===== config.mk =====
export PLATFORM = sky130hd
export DESIGN_NAME = cic_i
export DESIGN_NICKNAME = d
export VERILOG_FILES = /design/src/rtl/cic_i.sv
export SDC_FILE = /design/constraint.sdc
export NUM_CORES = 1
export LEC_CHECK = 0
export CAP_MARGIN = 20
export CORE_UTILIZATION = 55
export DETAILED_ROUTE_END_ITERATION = 8
export GPL_ROUTABILITY_DRIVEN = 1
export PLACE_DENSITY = 0.73
export RECOVER_POWER = 25
export SKIP_LAST_GASP = 1
export SYNTH_ARGS = -nofsm -noshare
export SYNTH_HDL_FRONTEND = slang
export SYNTH_SLANG_ARGS = --single-unit

===== constraint.sdc =====
create_clock -name clk -period 2.8 [get_ports clk]
set_clock_uncertainty 0.1 [all_clocks]
set_input_delay 0.28 -clock clk [delete_from_list [all_inputs] [get_ports clk]]
set_output_delay 0.28 -clock clk [all_outputs]
set_load 0.02 [all_outputs]

===== src/rtl/cic_i.sv =====
// Variable-rate CIC interpolator: N combs at the input rate, a zero-stuffing
// upsampler, then N integrators at the clock rate. Valid-only streaming ports.
module cic_i #(
   parameter int INP_DW  = 16,
   parameter int OUT_DW  = 20,
   parameter int RATE_DW = 16,
   parameter int CIC_R   = 4,
   parameter int CIC_N   = 3,
   parameter int CIC_M   = 1
) (
   input  logic                      clk,
   input  logic                      reset_n,
   input  logic signed [INP_DW-1:0]  s_axis_in_tdata,
   input  logic                      s_axis_in_tvalid,
   input  logic        [RATE_DW-1:0] s_axis_rate_tdata,
   input  logic                      s_axis_rate_tvalid,
   output logic signed [OUT_DW-1:0]  m_axis_out_tdata,
   output logic                      m_axis_out_tvalid,
   output logic                      overrun
);

   localparam int W = INP_DW + $clog2((CIC_R * CIC_M) ** CIC_N / CIC_R);
   localparam logic [RATE_DW-1:0] R_MAX = RATE_DW'(CIC_R);

   typedef enum logic {IDLE, BURST} state_t;

   logic signed [W-1:0] in_ext;
   assign in_ext = W'(s_axis_in_tdata);

   for (genvar j = 0; j < CIC_N; j++) begin : g_comb
      logic signed [W-1:0]       x;
      logic                      xv;
      logic signed [W-1:0]       q;
      logic                      v;
      logic [CIC_M*W-1:0]        dl;

      if (j == 0) begin : g_src_in
         assign x  = in_ext;
         assign xv = s_axis_in_tvalid;
      end else begin : g_src_prev
         assign x  = g_comb[j-1].q;
         assign xv = g_comb[j-1].v;
      end

      // Delay line shifts only on strobed samples, oldest entry in the top slot.
      always_ff @(posedge clk or negedge reset_n) begin
         if (!reset_n) begin
            q  <= '0;
            v  <= 1'b0;
            dl <= '0;
         end else begin
            v <= xv;
            if (xv) begin
               q  <= x - $signed(dl[CIC_M*W-1 -: W]);
               dl <= (CIC_M*W)'({dl, x});
            end
         end
      end
   end

   state_t              state, state_d;
   logic [RATE_DW-1:0]  ph, ph_d;
   logic [RATE_DW-1:0]  cur_r, cur_r_d;
   logic [RATE_DW-1:0]  pend_r;
   logic [RATE_DW-1:0]  rate_clamped;
   logic signed [W-1:0] up_q, up_q_d;
   logic                up_v, up_v_d;
   logic                ovr_d;
   logic signed [W-1:0] comb_out;
   logic                comb_out_v;

   assign comb_out   = g_comb[CIC_N-1].q;
   assign comb_out_v = g_comb[CIC_N-1].v;

   always_comb begin
      rate_clamped = s_axis_rate_tdata;
      if (s_axis_rate_tdata == '0)
         rate_clamped = RATE_DW'(1);
      else if (s_axis_rate_tdata > R_MAX)
         rate_clamped = R_MAX;
   end

   always_ff @(posedge clk or negedge reset_n) begin
      if (!reset_n) begin
         state   <= IDLE;
         ph      <= '0;
         cur_r   <= R_MAX;
         pend_r  <= R_MAX;
         up_q    <= '0;
         up_v    <= 1'b0;
         overrun <= 1'b0;
      end else begin
         state   <= state_d;
         ph      <= ph_d;
         cur_r   <= cur_r_d;
         up_q    <= up_q_d;
         up_v    <= up_v_d;
         overrun <= ovr_d;
         if (s_axis_rate_tvalid)
            pend_r <= rate_clamped;
      end
   end

   // A new comb sample always wins; cutting a burst short raises the sticky flag.
   always_comb begin
      state_d = state;
      ph_d    = ph;
      cur_r_d = cur_r;
      up_q_d  = up_q;
      up_v_d  = 1'b0;
      ovr_d   = overrun;
      if (comb_out_v) begin
         up_q_d  = comb_out;
         up_v_d  = 1'b1;
         ph_d    = RATE_DW'(1);
         cur_r_d = pend_r;
         state_d = BURST;
         if (state == BURST && ph < cur_r)
            ovr_d = 1'b1;
      end else if (state == BURST) begin
         if (ph < cur_r) begin
            up_q_d = '0;
            up_v_d = 1'b1;
            ph_d   = ph + RATE_DW'(1);
         end else begin
            state_d = IDLE;
         end
      end
   end

   for (genvar i = 0; i < CIC_N; i++) begin : g_int
      logic signed [W-1:0] x;
      logic                xv;
      logic signed [W-1:0] acc;
      logic                v;

      if (i == 0) begin : g_src_up
         assign x  = up_q;
         assign xv = up_v;
      end else begin : g_src_prev
         assign x  = g_int[i-1].acc;
         assign xv = g_int[i-1].v;
      end

      always_ff @(posedge clk or negedge reset_n) begin
         if (!reset_n) begin
            acc <= '0;
            v   <= 1'b0;
         end else begin
            v <= xv;
            if (xv)
               acc <= acc + x;
         end
      end
   end

   always_ff @(posedge clk or negedge reset_n) begin
      if (!reset_n) begin
         m_axis_out_tdata  <= '0;
         m_axis_out_tvalid <= 1'b0;
      end else begin
         m_axis_out_tvalid <= g_int[CIC_N-1].v;
         if (g_int[CIC_N-1].v)
            m_axis_out_tdata <= g_int[CIC_N-1].acc[W-1 -: OUT_DW];
      end
   end

endmodule


Word-level counts from Yosys, hierarchy flattened
Index checks and enable logic that the tools add are counted.
{"block": "word_totals", "regBits": 273, "output_inout_bits": 22, "in_bits": 36}
{"block": "classes", "muxes": 11, "add_sub_neg": 7, "reduce_logical": 6, "order_cmp": 2}
{"operator": "two-way mux 16 bit", "count": 5}
{"operator": "adder 20 bit", "count": 3}
{"operator": "two-way mux 20 bit", "count": 3}
{"operator": "subtractor 20 bit", "count": 2}
{"operator": "subtractor 16 x 16 -> 17 bit", "count": 1}
{"operator": "adder 16 x 1 -> 16 bit, second input constant", "count": 1}
{"operator": "> comparator 16 x 3 -> 1 bit, second input constant", "count": 1}
{"operator": "zero test 16 bit", "count": 1}
{"operator": "< comparator 16 bit", "count": 1}
{"operator": "AND reduction 2 bit", "count": 2}
{"operator": "nonzero test 2 bit", "count": 2}
{"operator": "two-way mux 1 bit", "count": 3}
{"operator": "logical AND 1 bit", "count": 1}

Logic depth before layout (Yosys ltp)
Gate-level depths: netlist of run 1.
{"block": "depth", "ltp_word": 4, "ltp_mapped": 10, "depth_no_buf": 10}

Least setup slack after synthesis of run 1
Ideal clock, no wire load.
{"block": "synth_timing", "path_type": "register -> register", "startpoint": "register g_int[0].acc[0]", "endpoint": "register g_int[1].acc[14]", "stages_incl_launch_ff": 10, "period_less_slack_ps": 2453, "setup_slack_ps": 347, "arrival_ps": 2238, "setup_ps": 116, "n_path_buf": 0, "cell_sequence": "dfrtp_1 -> ha_1 -> fa_1 -> a21oi_1 -> o21ai_0 -> a21oi_1 -> o2bb2ai_1 -> o21bai_1 -> a2111o_1 -> o311ai_0"}
{"block": "synth_between", "elab_chain_len": 1}
{"element": "start: declaration", "line_no": "134", "rtl": "logic signed [W-1:0] acc;"}
{"element": "start signal: assignment", "line_no": "152", "rtl": "acc <= acc + x;"}
{"element": "adder 20 bit", "line_no": "152"}
{"element": "end signal: assignment", "line_no": "152"}
{"element": "end: declaration", "line_no": "134"}
Every way passes these cells.
A chain may end at the register's enable or synchronous reset.

Final worst setup path of run 1
{"block": "layout_timing", "startpoint": "register up_q[4] (netlist: g_int[0].x[4])", "endpoint": "register g_int[0].acc[19]"}
{"block": "layout_between", "elab_chain_len": 1}
{"element": "start: declaration", "line_no": "66", "rtl": "logic signed [W-1:0] up_q, up_q_d;"}
{"element": "start signal: assignment", "line_no": "96", "rtl": "up_q <= up_q_d;"}
{"element": "adder 20 bit", "line_no": "152"}
Every way passes these cells.

==> results.md, run 1 <==
Outcome:
- The run finished, with violations left.
- The final reports fail on max-capacitance violations, max-slew violations.

Worst hold path:
- The worst hold path belongs to the class input port to flop.
- The hold path startpoint is s_axis_in_tvalid.

Logic synthesis:
- The net count of the mapped netlist is roughly 1800.
- Yosys mapped the design onto 75 distinct sky130hd cell types.
- The largest total area in the synthesized netlist belongs to sky130_fd_sc_hd__dfrtp_1.
- The synthesized design devotes to its leading area cell type between 40 and 50% of total area.
- The most instantiated flip-flop cell in the synthesis netlist is sky130_fd_sc_hd__dfrtp_1.
- The async set-or-reset flop fraction in the synthesized netlist is between 90% and 100%.
- The number of synthesized flops with an enable pin is 0.
- The cell area that synthesis handed to floorplanning was 15980 um2.
- Counting instances in the post-synthesis netlist gives the leading cell types as 265 x sky130_fd_sc_hd__dfrtp_1, 161 x sky130_fd_sc_hd__nand2_1, 143 x sky130_fd_sc_hd__o21ai_0.
- The register bit total from synthesis is ~270.
- The most common cell in the synthesized netlist is sky130_fd_sc_hd__dfrtp_1.
- The cell count after synthesis came out at roughly 1700.
- The number of synthesis warnings is 0.
- The synthesized area per cell is between 9 and 10 um2.
- For this run, the register share of the synthesized area comes to 41.82%.
- In the post-synthesis netlist, the biggest area contributors are sky130_fd_sc_hd__dfrtp_1 41%, sky130_fd_sc_hd__ha_1 9.8%, sky130_fd_sc_hd__mux2_2 7.4%.

Power and ir drop:
- Overall power consumption after layout is estimated at about 24 mW.
- The analysis attributes to cell leakage a power of around 8.2 nW.
- Power spread over the standard cell area amounts to 1311 nW/um2.
- VDD sags by at most around 0.00057 V.

Setup path:
- The critical path ends at g_int[0].acc[19].
- The startpoint identified for the worst register-to-register timing path is g_int[0].x[4].
- The biggest fanout along the worst timing path is 4.
- On the critical path, the stage with the largest delay is an instance of sky130_fd_sc_hd__dfrtp_1.
- The endpoint identified for the worst register-to-register timing path is g_int[0].acc[19].
- The worst-case register-to-register setup slack is between 0.1 and 0.15 ns.
- The kind of cell adding the most delay to the critical path is compound AO/OA/AOI/OAI gates.
- The data arrival at the endpoint of the critical path is between 3 and 4 ns.
- The worst-case reg-to-reg path depth is 10.
- The number of stages on the worst setup path is 10.
- STA classifies the critical path endpoint as a flop.
- The maximum cell stage delay along the critical path is approximately 0.44 ns.
- STA classifies the critical path startpoint as a flop.
- The required time reported for the critical path endpoint is about 3.1 ns.
- The setup path with the least slack is of type flop to flop.
- The critical path starts at g_int[0].x[4].
- Walking the worst path, the cells encountered are ha_1 -> o211ai_1 -> o211ai_1 -> a32oi_1 -> buf_4 -> o21a_1 -> buf_4 -> a22oi_1 -> a21oi_1 -> nand4b_1.
- The combined buffer and inverter count along the critical path is 2.

Global routing:
- The first global-routing pass estimated 55.90 mm of wire.
- The largest net degree at the start of global routing is 88.
- For this run the aggregate overflow at the end of global routing stands at 0.
- The number of global-route vias before repair was between 10000 and 15000.
- The global-route total usage across every layer is a little under a quarter.
- The initial antenna violation count came to 0.

Drt:
- The average wire length per cell after detail routing is about 15 um.
- In this run, the number of DRC markers left after iteration 0 of detailed routing was 718.
- After detailed routing, the number of remaining DRC violations is 0.
- The final route contains around 12000 vias.
- The number of search-and-repair iterations in the first detailed-routing pass is 5.
- Dividing the detail-routed via count by the number of cells gives between 5 and 6.
- The total length of routed wires is 32.96 mm.
- The remaining antenna violation count is 0.

Clock tree:
- After clock tree synthesis, the clock-pin slew on the worst setup and hold paths is 0.06 ns.
- The clock tree from TritonCTS is done.
- The deepest clock path buffer count is 3.
- The number of CTS-inserted buffers is 30.
- CTS saw around 270 sinks.
- The deepest level of the CTS H-tree is 1.
- The clock latency on the worst-skew pair is approximately 0.55 ns.
- The root buffer cell is sky130_fd_sc_hd__clkbuf_16.

Timing:
- The fraction of the cycle the final worst path needs is 96.41%.
- Setup repair after global routing could not meet its margin everywhere.
- Timing would allow up to 0.3705 GHz.
- The total count of hold-check failures in the final report was 0.
- Headroom to the max-slew limit came out at -2.467%.
- In the final timing run, aggregate negative setup slack is 0 ns.
- The slack of the critical path is around 0.10 ns.
- The worst-margin pin slew is about 1.5 ns.
- The number of setup violations in the final report is 0.
- The final-report max-slew violation count is 32.
- The smallest clock period supported by the final layout is computed as 2.699 ns.

Floorplanning:
- The I/O pin count is 58.
- The die covers 29750 um2.
- After floorplanning, the core was divided into 62 placement rows.
- The starting density of the core is between 50% and 60%.
- The die span in y is about 170 um.
- The die is approximately 170 um wide.
- The floorplan step defined a core boundary enclosing 28630 um2.

Layout:
- In the final layout, the multi-input gates occupy approximately 8700 um2.
- The total inserted antenna cells is 0.
- Counting the fill cells in the layout gives roughly 2300.
- The area growth from synthesis to layout is 13.82%.
- The final standard cell area without fillers is 18190 um2.
- The count of nets after finishing is 1900.
- In the final layout, the share of cells above drive strength 1 is 12.13%.
- The sequential cell area is around 6700 um2.

Place:
- The pre-CTS setup slack is -0.06000 ns.
- During placement, the flow inserted port buffers numbering 57.
- The placement-stage cell area is 17120 um2.
- The final weighted congestion in routability-driven placement is 0.9453.
- After legalization and detailed placement, the total HPWL measured approximately 24 mm.

Run:
- The count of maximum capacitance violations is 1.
[final cells by class]
class,count,share of cell area (%)
Sequential cell,267,36.75
Clock buffer,44,4.917
Timing Repair Buffer,92,4.828
Clock inverter,11,0.5915
Inverter,124,2.558
Multi-Input combinational cell,1218,47.72
Tap cell,384,2.641
[cells by family after synthesis]
family,share of synthesized area [%]
AO/OA/AOI/OAI,17.70
adder cells (fa/ha/maj),10.54
multiplexers,7.961
AND/OR/NAND/NOR,13.72
buffers and inverters,4.376
flip-flops,41.82
XOR/XNOR,3.890
[where the power goes]
part	switching, mW	internal [mW]	total (mW)	leakage (nW)
registers	1.11	5.29	6.40	3.25
logic	7.05	6.46	13.5	4.49
clock network	1.55	2.38	3.93	0.499
total	9.71	14.1	23.8	8.24
[worst reg2reg max path: stages, from the launching register on]
cell and delay [ns]:
sky130_fd_sc_hd__dfrtp_1 0.44, sky130_fd_sc_hd__ha_1 0.40, sky130_fd_sc_hd__o211ai_1 0.13, sky130_fd_sc_hd__o211ai_1 0.29, sky130_fd_sc_hd__a32oi_1 0.17, sky130_fd_sc_hd__buf_4 0.18, sky130_fd_sc_hd__o21a_1 0.19, sky130_fd_sc_hd__buf_4 0.15
sky130_fd_sc_hd__a22oi_1 0.29, sky130_fd_sc_hd__a21oi_1 0.07, sky130_fd_sc_hd__nand4b_1 0.17
[repair_timing]
item | in CTS | in global routing
endpoints found under the setup margin | 1 | 41
gates resized for setup | 1 | 17
hold endpoints to repair | 80 | 0
buffers inserted | 0 | 0
hold buffers | 1 | 0
pin swaps | 0 | 2
[sequential cells by signal, indices dropped and copies added, names as in the netlist]
register           flops
g_int.acc             60
g_comb.dl             53
g_comb.q              37
comb_out              20
g_int.x               20
m_axis_out_tdata      20
cur_r                 16
pend_r                16
ph                    16
g_int.v                3
g_comb.v               2
comb_out_v             1
g_int.xv               1
m_axis_out_tvalid      1
overrun                1
[worst min-delay path by stage]
stage / endpoint / slack, ns / depth (start not counted)
2_1_floorplan: comb_out[0] / -0.12 / 0
3_3_place_gp: pend_r[6] / 0.24 / 1
3_5_place_dp: cur_r[5] / 0.26 / 1
4_1_cts: g_comb[0].dl[9] / 0.008 / 3
5_1_grt: g_comb[0].dl[9] / 0.21 / 3
6_report: g_comb[0].dl[10] / 0.18 / 3
[metrics by stage]
stage | util, % | instances | hold slack (ns)
after detailed placement | 59.81 | 2084 | 0.2583
after global routing | 63.55 | 2140 | 0.2083
after global placement | 59.81 | 2084 | 0.2434
after CTS | 63.37 | 2140 | 0.008117
after floorplan | - | 1669 | -0.1156
final | 63.55 | 2140 | 0.1780
[placed cells by master (no fill, tap or decap), drive strengths merged, types with 5 or more instances in the layout]
cell             n
and3            14
nor4             9
inv            123
clkinv           9
clkdlybuf4s50   54
nor2b           41
nand3           31
ha             125
o211ai          11
nor2            81
clkbuf          48
nand4           17
and2             5
a2111oi          5
nand2          161
xor2            16
nor3            21
o21a            22
a21oi          116
mux2           105
a21boi           6
nor3b            6
nand2b          36
mux2i            9
xnor2           55
fa               6
a211oi          15
nand3b          11
o21ai          149
buf             31
o31ai            8
dfrtp          265
o311ai           8
o21bai          14
a31oi           18
a21o            40
[metal layers]
metal / track usage [%] / share of wire [%]
met1: 31.51 / 47
met4: 6.464 / 2.4
met3: 2.632 / 3.2
met2: 37.99 / 47
met5: 0 / 0
No activity file was read; power rests on OpenSTA's default activity.
==> inputs of run 2 (changes only) <==
Settings changed: SETUP_SLACK_MARGIN from default to 0.4.
==> run 2 against run 1 <==
The flow finishes with violations (design-rule violations). Critical path depth shrank 1. Setup slack better by 0.16 ns. Design area up 7.4%. Maximum frequency is 6.4% higher. Sequential share of layout area decreased by 2.4 points. Cell count is 2.1% higher. Worst hold slack improved by 0.038 ns. First-iteration DRC count down 0.56%. Sequential power up 3.9%. Critical path type unchanged.
==> results.md, run 2 (same netlist as run 1, synthesis figures left out) <==
Outcome:
- The run finished, with violations left.
- The checks that failed: design-rule violations.

Drt:
- The average wire length per cell after detail routing is ~16 um.
- The number of search-and-repair iterations in the first detailed-routing pass is 9.
- Dividing the detail-routed via count by the number of cells gives around 5.8.
- Once detail routing completed, the nets flagged for antenna violations numbered 0.
- The total length of routed wires is between 30 and 40 mm.
- The iteration-0 DRC count of the detailed router is roughly 710.
- The remaining design rule violation count is 1.
- The number of vias in the routed layout is ~13000.

Layout:
- The total inserted antenna cells is 0.
- The flip-flop count of the largest register, all copies and words added is 60.
- After the last flow step, the layout net total stands at 1951.
- The share of final-layout standard cells stronger than drive strength 1 is about 22%.
- Summing all non-filler instances in the final layout gives an area of roughly 20000 um2.
- Cells fill about two thirds of the core in the end.
- The largest registers in the layout are g_int.acc: 60 flops, g_comb.dl: 53 flops, g_comb.q: 37 flops.
- The library cell used most frequently in the layout, excluding fill and tap cells, is sky130_fd_sc_hd__dfrtp_1.
- The largest register by flop count is g_int.acc.
- The top cell types in the final layout, fill and taps aside, are 251 x sky130_fd_sc_hd__dfrtp_1, 161 x sky130_fd_sc_hd__nand2_1, 126 x sky130_fd_sc_hd__o21ai_0, 122 x sky130_fd_sc_hd__inv_1, 93 x sky130_fd_sc_hd__mux2_2.
- The filler cells instantiated in the layout total roughly 2100.
- Compared with the post-synthesis result, the final layout area differs by 22.19%.

Timing:
- For the pin with the worst max-slew slack, the measured transition is 1.075 ns.
- The clock period minus worst slack is 2.537 ns.
- The number of setup violations in the final report is 0.
- In this run the tightest slew margin relative to its limit is between 20% and 30%.
- The total count of hold-check failures in the final report is 0.
- In the finished design, the share of the clock period the worst path needs comes to 90.60%.
- Hold timing on the final database bottoms out at a slack of around 0.22 ns.
- Static timing analysis puts the maximum clock frequency at approximately 0.4 GHz.
- Setup repair after global routing could not meet its margin everywhere.
- The final-report max-slew violation count is 0.
- The final setup TNS is 0 ns.

Clock tree:
- TritonCTS built the clock tree.
- The number of CTS-inserted buffers is 30.
- The deepest clock path buffer count is 3.
- The root buffer cell is sky130_fd_sc_hd__clkbuf_16.
- Clock-pin slew was measured on the worst setup and hold paths at ~0.060 ns.
- For this design, the sink count on the clock tree is 267.
- In this run the number of H-tree levels came out at 1.
- The later pin in the worst-skew pair is clocked with a latency of 0.57 ns.

Global routing:
- The remaining global-route overflow is 0.
- The initial antenna violation count is 0.
- Entering global routing, the biggest net connects 89 pins.
- The first global-routing pass estimated between 50 and 60 mm of wire.
- Global routing used a little under a quarter of the available tracks across all layers.
- The number of global-route vias before repair is 12160.

Power and ir drop:
- Total power for the finished layout comes to 26.86 mW.
- In this run the static leakage power is about 8.5 nW.
- In this run the power spent charging and discharging nets is between 10 and 15 mW.
- The sequential group share of total power is roughly a quarter.
- Power spread over the standard cell area amounts to 1375 nW/um2.
- The design internal power is 15.70 mW.
- Net switching is between 40% and 50% of the power.
- The power share of the combinational group is about three fifths.
- The clock share of power is 13.5%.
- The worst-case IR drop observed on VDD is about 0.00071 V.

Run:
- The count of maximum capacitance violations is 0.

Floorplanning:
- The floorplan step set the die height to between 150 and 200 um.
- The floorplan core area is between 20000 and 30000 um2.
- During I/O placement, the number of pins put on the boundary was between 50 and 60.
- The placement row count is between 60 and 70.
- In this run the horizontal extent of the chip is around 170 um.
- The overall die area is between 20000 and 30000 um2.
- The starting density of the core is a little under three fifths.

Setup path:
- The data arrival at the endpoint of the critical path is between 2 and 3 ns.
- For the worst setup path, the data required time is ~3.1 ns.
- STA classifies the critical path endpoint as a flop.
- The cell occurring most often along the worst timing path is sky130_fd_sc_hd__a21oi_2.
- The startpoint kind of the worst setup timing path is a flop.
- Traced cell by cell, the critical path runs through ha_4 -> fa_2 -> a21oi_2 -> o21ai_2 -> a21oi_2 -> o2bb2ai_4 -> o21ai_1 -> xor2_1 -> mux2_2.
- By startpoint and endpoint, the worst setup path is classified as flop to flop.
- On the critical path, the stage with the largest delay is an instance of sky130_fd_sc_hd__dfrtp_2.
- In this design, the stage delay of the slowest critical-path cell is 0.45 ns.
- Together, buffers and inverters on the worst path number 0.
- The kind of cell adding the most delay to the critical path is compound AO/OA/AOI/OAI gates.
- The biggest fanout along the worst timing path is 5.

Place:
- After detailed placement, the total cell area comes to around 17000 um2.
- Routability-driven placement finished with a final weighted congestion of 0.8886.
- Port buffering added 57 buffers.
- The post-detailed-placement half-perimeter wirelength is 23.23 mm.

Worst hold path:
- The min-delay analysis places its worst path in the category input port to asynchronous set/reset pin.
run 2: cell types whose count changed in the layout (fill, tap and decap cells not counted), moves of 13 or more:
cell / delta
sky130_fd_sc_hd__a21oi_1: -34
sky130_fd_sc_hd__a21oi_2: +32
sky130_fd_sc_hd__buf_4: +41
sky130_fd_sc_hd__dfrtp_1: -13
sky130_fd_sc_hd__dfrtp_2: +13
sky130_fd_sc_hd__ha_1: -34
sky130_fd_sc_hd__ha_4: +31
sky130_fd_sc_hd__o21ai_0: -15
run 2: metrics by stage:
step	std cells	setup slack, ns
6_report	2185	0.2631
5_1_grt	2185	0.1924
4_1_cts	2155	0.3206
3_5_place_dp	2083	-0.1341
3_3_place_gp	2083	-0.03538
2_1_floorplan	1669	0.3830
run 2: area by class of cell:
type                    count  area, um2  area share [%]
well taps                 384      480.5           2.460
flip-flops and latches    267       6701           34.31
clock inverters             7      48.80          0.2498
inverters                 124      465.4           2.383
repair buffers            143       1314           6.726
clock buffers              42      835.8           4.279
multi-input cells        1218       9686           49.59
run 2: per-layer routing:
metal	vias to the layer above	share of wire (%)	global-route usage [%]
li1	6168	-	-
met1	6209	45	31.96
met2	233	49	39.87
met3	72	3.5	2.838
met4	0	2.3	6.118
met5	-	0	0
run 2: power by group through the flow:
stage	registers, mW	logic, mW	clock network, mW
floorplan	6.21	10.2	0
CTS	6.58	14.5	3.69
global placement	6.44	12.6	0
global route	6.84	18.1	3.84
finish	6.65	16.6	3.62
detailed placement	6.49	13.0	0
run 2: path summary, 6_finish.rpt:
| check | start | end | slack [ns] | cells past startpoint |
|---|---|---|---|---|
| setup / recovery | g_int[0].acc[0] | g_int[1].acc[12] | 0.26 | 9 |
| hold / removal | reset_n | pend_r[5] | 0.22 | 2 |
| setup reg to reg | g_int[0].acc[0] | g_int[1].acc[12] | 0.26 | 9 |
| hold reg to reg | g_int[2].acc[19] | g_int[2].acc[19] | 0.36 | 1 |
| max in group asynchronous | reset_n | pend_r[12] | 0.97 | 3 |
| min in group clk | s_axis_in_tdata[6] | g_comb[0].dl[6] | 0.22 | 3 |
run 2: what timing repair did:
action                                 in CTS  in global routing
hold buffers                                2                  0
gates resized for setup                   115                118
setup endpoints to repair                  82                 91
setup buffers                              20                 30
pin swaps                                  49                100
endpoints found under the hold margin      77                  0
gates cloned                                1                  0
